--- src/rtl/dtree_node_sequencer.sv ---
// Sequential decision-tree evaluator: one shared comparator walks a programmable
// node table one node per clock and returns the leaf class on a valid/ready port.
module dtree_node_sequencer #(
  parameter int NUM_FEATURES = 16,
  parameter int FEAT_W       = 8,
  parameter int NODE_AW      = 6,
  parameter int CLASS_W      = 4,
  parameter int MAX_DEPTH    = 15
) (
  input  logic                             clk,
  input  logic                             rst,
  input  logic                             in_valid,
  output logic                             in_ready,
  input  logic [NUM_FEATURES*FEAT_W-1:0]   in_features,
  input  logic                             cfg_we,
  input  logic [NODE_AW-1:0]               cfg_addr,
  input  logic [5+FEAT_W+2*NODE_AW-1:0]    cfg_wdata,
  output logic                             out_valid,
  input  logic                             out_ready,
  output logic [CLASS_W-1:0]               out_class,
  output logic                             out_error,
  output logic                             busy
);

  localparam int ENTRY_W   = 5 + FEAT_W + 2*NODE_AW;
  localparam int NUM_NODES = 2**NODE_AW;
  localparam int DEPTH_W   = $clog2(MAX_DEPTH + 1);

  typedef enum logic [1:0] {IDLE = 2'd0, WALK = 2'd1, DONE = 2'd2} state_t;

  state_t                         state, state_next;
  logic [ENTRY_W-1:0]             node_table [NUM_NODES];
  logic [NUM_FEATURES*FEAT_W-1:0] feat_reg;
  logic [NODE_AW-1:0]             node_ptr, node_ptr_next;
  logic [DEPTH_W-1:0]             depth, depth_next;
  logic [CLASS_W-1:0]             class_reg, class_next;
  logic                           error_reg, error_next;
  logic                           accept;

  logic [ENTRY_W-1:0] entry;
  logic               is_leaf;
  logic [3:0]         feat_idx;
  logic [FEAT_W-1:0]  thr;
  logic [NODE_AW-1:0] left, right;
  logic [FEAT_W-1:0]  sel_feat;

  assign accept = (state == IDLE) && in_valid;

  // Entry layout: {is_leaf, feat_idx[3:0], thr, left, right}
  assign entry    = node_table[node_ptr];
  assign is_leaf  = entry[ENTRY_W-1];
  assign feat_idx = entry[ENTRY_W-2 -: 4];
  assign thr      = entry[2*NODE_AW +: FEAT_W];
  assign left     = entry[NODE_AW +: NODE_AW];
  assign right    = entry[0 +: NODE_AW];

  // Out-of-range feature indices fall back to feature 0.
  always_comb begin
    sel_feat = feat_reg[0 +: FEAT_W];
    if (int'(feat_idx) < NUM_FEATURES)
      sel_feat = feat_reg[feat_idx*FEAT_W +: FEAT_W];
  end

  always_ff @(posedge clk or posedge rst) begin
    if (rst) begin
      for (int i = 0; i < NUM_NODES; i++)
        node_table[i] <= '0;
    end else if (cfg_we && (state == IDLE)) begin
      node_table[cfg_addr] <= cfg_wdata;
    end
  end

  always_ff @(posedge clk or posedge rst) begin
    if (rst) begin
      state     <= IDLE;
      feat_reg  <= '0;
      node_ptr  <= '0;
      depth     <= '0;
      class_reg <= '0;
      error_reg <= 1'b0;
    end else begin
      state     <= state_next;
      node_ptr  <= node_ptr_next;
      depth     <= depth_next;
      class_reg <= class_next;
      error_reg <= error_next;
      if (accept)
        feat_reg <= in_features;
    end
  end

  always_comb begin
    state_next    = state;
    node_ptr_next = node_ptr;
    depth_next    = depth;
    class_next    = class_reg;
    error_next    = error_reg;
    case (state)
      IDLE: begin
        if (in_valid) begin
          state_next    = WALK;
          node_ptr_next = '0;
          depth_next    = '0;
        end
      end
      WALK: begin
        if (is_leaf) begin
          class_next = thr[CLASS_W-1:0];
          error_next = 1'b0;
          state_next = DONE;
        end else if (depth == DEPTH_W'(MAX_DEPTH)) begin
          // Guards against cyclic tables, including the cleared reset table.
          class_next = '0;
          error_next = 1'b1;
          state_next = DONE;
        end else begin
          node_ptr_next = (sel_feat <= thr) ? left : right;
          depth_next    = depth + 1'b1;
        end
      end
      DONE: begin
        if (out_ready)
          state_next = IDLE;
      end
      default: state_next = IDLE;
    endcase
  end

  assign in_ready  = (state == IDLE);
  assign out_valid = (state == DONE);
  assign busy      = (state != IDLE);
  assign out_class = class_reg;
  assign out_error = error_reg;

endmodule

--- config.mk ---
export PLATFORM = sky130hd
export DESIGN_NAME = dtree_node_sequencer
export DESIGN_NICKNAME = d
export VERILOG_FILES = /design/src/rtl/dtree_node_sequencer.sv
export SDC_FILE = /design/constraint.sdc
export NUM_CORES = 2
export LEC_CHECK = 0
export CAP_MARGIN = 25
export CORE_ASPECT_RATIO = 1.25
export CORE_MARGIN = 2
export CORE_UTILIZATION = 40
export CTS_BUF_LIST = sky130_fd_sc_hd__clkbuf_4 sky130_fd_sc_hd__clkbuf_8 sky130_fd_sc_hd__clkbuf_16
export DETAILED_ROUTE_END_ITERATION = 12
export PLACE_DENSITY = 0.55
export RECOVER_POWER = 25
export SYNTH_ARGS = -nofsm -noshare
export SYNTH_HDL_FRONTEND = slang
export SYNTH_SLANG_ARGS = --single-unit
--- constraint.sdc ---
create_clock -name clk -period 163.3 [get_ports clk]
set_input_delay 24.495 -clock clk [delete_from_list [all_inputs] [get_ports clk]]
set_output_delay 24.495 -clock clk [all_outputs]
set_load 0.03 [all_outputs]
==> Word level (Yosys, flattened, before mapping) <==
Cells that the tools add are included.
{ "totals": {"inputBits": 164, "regBits": 1745, "output_inout_bits": 8, "elab_cells": 120} }
{ "classes": {"muxes": 24, "shifts": 1, "n_eq_ne": 8, "addsub": 1, "n_lt_le_gt_ge": 4, "n_bitwise": 2, "n_reduce_logical": 10} }
{ "op_table": {"columns": ["operator", "n"], "rows": [
  ["$bwmux W1600", 1],
  ["$bmux W25 S6", 1],
  ["$demux W25 S6", 1],
  ["$shiftx A128 B8 Y8", 1],
  ["$mux W25", 3],
  ["$mux W6", 4],
  ["$mux W4", 5],
  ["$ge A7 B7 Y1 const B", 2],
  ["$not A6 Y7", 2],
  ["$pmux W6 S2", 1],
  ["$le A8 B8 Y1", 1],
  ["$mux W2", 4],
  ["$pmux W4 S2", 1],
  ["$lt A7 B1 Y1 const B", 1],
  ["$ne A2 B2 Y1 const B", 3],
  ["$pmux W2 S3", 1],
  ["$reduce_bool A2 Y1", 3],
  ["$add A4 B1 Y4 const B", 1],
  ["$eq A4 B4 Y1 const B", 1],
  ["$reduce_and A4 Y1", 1],
  ["$logic_and A1 B1 Y1", 3],
  ["$ne A3 B3 Y1 const B", 1],
  ["$reduce_and A3 Y1", 1],
  ["$eq A2 B1 Y1 const B", 1],
  ["5 further kinds", 6]
]} }

==> Longest topological paths before layout <==
{ "logic_depth": {"word_depth": 10, "ltp_mapped": 22} }

==> Least setup slack after synthesis <==
OpenSTA, ideal clock, no wires.
{ "synth_timing": {"path_type": "input to register", "from": "in cfg_addr[5]", "to": "reg node_table[600] in the netlist's numbering", "path_buffers": 2, "arrival_ns": 26.249, "t_required_ns": 163.175, "slack_ns": 136.926, "path_stages": 5, "path_cell_list": "clkbuf_1 -> or3b_2 -> nor2_1 -> clkbuf_1 -> mux2_2"} }
{ "synth_via": {"elab_chain_cells": 6, "word_cells_on_any_way": 7} }
{ "synth_rtl": {"columns": ["element", "line_no", "text"], "rows": [
  ["start, declared", "16", "input logic [NODE_AW-1:0] cfg_addr,"],
  ["$not A6 Y7 (implied by the code) (*)", "69", "node_table[cfg_addr] <= cfg_wdata;"],
  ["$ge A7 B7 Y1 (implied by the code) or $lt A7 B1 Y1 (tied branches)", "69", null],
  ["$logic_and A1 B1 Y1 (implied by the code)", "69", null],
  ["$mux W25 (implied by the code)", "69", null],
  ["$demux W25 S6 (*)", "69", null],
  ["$bwmux W1600 (*)", "69", null],
  ["end signal, assigned by index", "69", null],
  ["end, declared", "32", "logic [ENTRY_W-1:0] node_table [NUM_NODES];"]
]} }
Every way passes the cells marked *; elsewhere a longest branch is shown, timed or not.
A chain may end at the register's enable or synchronous reset.

==> results.sh <==
export IMPL_run_status="finished, violations left"
export IMPL_violations="capacitance limit, slew limit"
export IMPL_r2r_setup_slack_ps=152900
export IMPL_fill_cells=17300
export IMPL_wl_per_cell_um=29.3
export IMPL_core_area_um2=197000
export IMPL_worstSetupEndpointType="asynchronous set/reset pin"
export IMPL_worstHoldPathCells=1
export IMPL_synth_area_um2=79200
export IMPL_gr_total_overflow=0
export IMPL_cts_hold_buf=0
export IMPL_clk_path_buf_depth=3
export IMPL_drive_gt1_share_pct=55.5
export IMPL_synth_top_family_by_area="multiplexers"
export IMPL_post_cts_setup_buffer_count=0
export IMPL_cts_sinks=1745
export IMPL_synthSimpleGateAreaFrac_pct=1.21
export IMPL_multi_input_area_um2=33700
export IMPL_regArea_um2=43700
export IMPL_ir_drop_v=0.0000113
export IMPL_tightestPinTransition_ps=8360
export IMPL_max_slew_margin_pct=-457
export IMPL_die_width_um=402
export IMPL_slew_viol_final=937
export IMPL_reg2regPathDepth=11
export IMPL_postSynthAreaPerCell_um2=16.3
export IMPL_io_buffers=171
export IMPL_viasPerCell=5.73
export IMPL_area_growth_pct=13.8
export IMPL_finalClockSkew_ps=27.2
export IMPL_yosys_area_top_type="dfrtp_1"
export IMPL_ys_top_cells_by_count="1745 x dfrtp_1, 1739 x mux2_2, 504 x mux4_2"
export IMPL_synthFlopType="dfrtp_1"
export IMPL_first_pass_iters=5
export IMPL_synth_top_area_share_pct=55.1
export IMPL_fmax_mhz=28.0
export IMPL_htree_levels=4
export IMPL_grt_pass1_wl_mm=332
export IMPL_rows=182
export IMPL_finalSetupTns_ps=0
export IMPL_rsz0062_at_grt="no"
export IMPL_setup_viol=0
export IMPL_grtUsageTotal_pct=22.4
export IMPL_antenna_found_initial=25
export IMPL_synth_most_common_cell="dfrtp_1"
export IMPL_critical_path_class="in2async"
export IMPL_clk_pin_slew_worst_paths_ps=60
export IMPL_numCtsBuffers=183
export IMPL_hp_class="reg2reg"
export IMPL_cts_tree="yes"
export IMPL_drc=0
export IMPL_wl_mm=224
export IMPL_crit_fanout=157
export IMPL_drt_initial_drc_count=2823
export IMPL_fin_crit_sh_pct=21.9
export IMPL_layout_nets=5093
export IMPL_synth_adder_area_share_pct=0.142
export IMPL_synth_nets=5038
export IMPL_hold_viol_final=0
export IMPL_synthXorXnorAreaFrac_pct=0.0111
export IMPL_grt_pass1_vias=46700
export IMPL_ys_seq_area_share_pct=55.1
export IMPL_cap_violations=20
export IMPL_synthArstFlopShare_pct=100
export IMPL_largest_register_ffs=1600
export IMPL_cts_repair_resized=0
export IMPL_synth_compound_area_share_pct=1.18
export IMPL_initial_core_util_pct=40.3
export IMPL_synth_top_cells_by_area="dfrtp_1 55%, mux2_2 25%, mux4_2 14%, clkbuf_1 1.6%, mux2i_1 0.62%"
export IMPL_vias=43800
export IMPL_leakage_nw=41.8
export IMPL_gp_congestion=0.759
export IMPL_cellPowerDensity_nw_per_um2=12.9
export IMPL_grt_max_degree=158
export IMPL_synth_seq_cells=1745
export IMPL_hpwlAfterDp_mm=130
export IMPL_synth_edf_count=0
export IMPL_synthCells=4865
export IMPL_synth_mux_area_fraction_pct=39.7
export IMPL_route_antenna_remaining_nets=0
export IMPL_boundaryPins=172
export IMPL_die_h_um=502
export IMPL_post_route_min_period_ps=35750
export IMPL_dieArea_um2=202000
export IMPL_synth_cell_types=55
export IMPL_clk_latency_ps=830
export IMPL_hold_ws_ps=497
export IMPL_cp_arrival_ps=34590
export IMPL_cts_root_buf="clkbuf_16"
export IMPL_ys_warnings_count=0
export IMPL_cp_start_kind="primary input"
export IMPL_worstPathRequired_ps=162140
==> where the power goes <==
group | internal (W) | switching [W] | total, W | leakage (nW)
combinational | 0.000107 | 0.0000960 | 0.000203 | 14.9
clock | 0.000253 | 0.000180 | 0.000433 | 3.17
sequential | 0.000498 | 0.0000323 | 0.000530 | 23.7
==> routing by layer <==
metal,wire length (µm),up-vias,part of all wire [%],global-route usage (%)
met5,102,-,0.046,0
met4,5870,16,2.6,6.12
met1,97100,24300,43,29.9
met3,8520,320,3.8,3.32
met2,112000,852,50,38.1
li1,-,18400,-,-
==> final timing paths <==
check                                 from          endpoint
setup reg to reg               node_ptr[0]       node_ptr[5]
hold reg to reg            node_table[948]   node_table[948]
max in group clk                  in_valid       feat_reg[4]
min in group asynchronous              rst  node_table[1047]
hold / removal             node_table[948]   node_table[948]
setup / recovery                       rst     feat_reg[102]
==> area by class of cell <==
class | instances | area share, %
clock inverters | 53 | 0.708
repair buffers | 341 | 3.57
flip-flops and latches | 1745 | 48.5
diodes | 9 | 0.0250
multi-input cells | 2633 | 37.3
inverters | 16 | 0.0708
well taps | 2576 | 3.58
clock buffers | 279 | 6.25
==> stage by stage <==
stage | utilization [%] | cell area [µm²] | std cells | power, W | worst slack, ps
floorplan | - | 79200 | 4865 | 0.000677 | 89550
global placement | 42.4 | 83400 | 7279 | 0.000735 | 132230
detailed placement | 42.5 | 83700 | 7298 | 0.000743 | 132130
CTS | 45.7 | 90000 | 7630 | 0.00118 | 133050
global route | 45.8 | 90100 | 7645 | 0.00122 | 125250
finish | 45.8 | 90100 | 7652 | 0.00117 | 127550
==> cell families after synthesis <==
family          after synthesis
xor+xnor                      1
compound gates              129
simple gates                202
buf+inv                     487
fa+ha+maj                     9
flops                      1745
mux                        2292
==> critical path, cell delays in order <==
cell           delay (ps)
dlygate4sd3_1         540
clkinvlp_2           3220
clkbuf_1             6020
==> cell usage in the layout (no fill, tap or decap), types with 17 or more instances in the layout <==
cell type           n
mux4_2            504
mux2_2           1738
nor2_1             24
buf_2              26
dfrtp_1          1741
clkinv_2           27
clkbuf_4           44
clkbuf_1           22
a211oi_1           17
buf_4             114
nand3_1            47
clkdlybuf4s50_1   140
buf_12             20
nand2_1            35
o21ai_0            35
clkbuf_8           51
clkbuf_16         184
nand2_2            35
mux2i_1            49
Note: power is estimated with default switching activity, not from simulation.
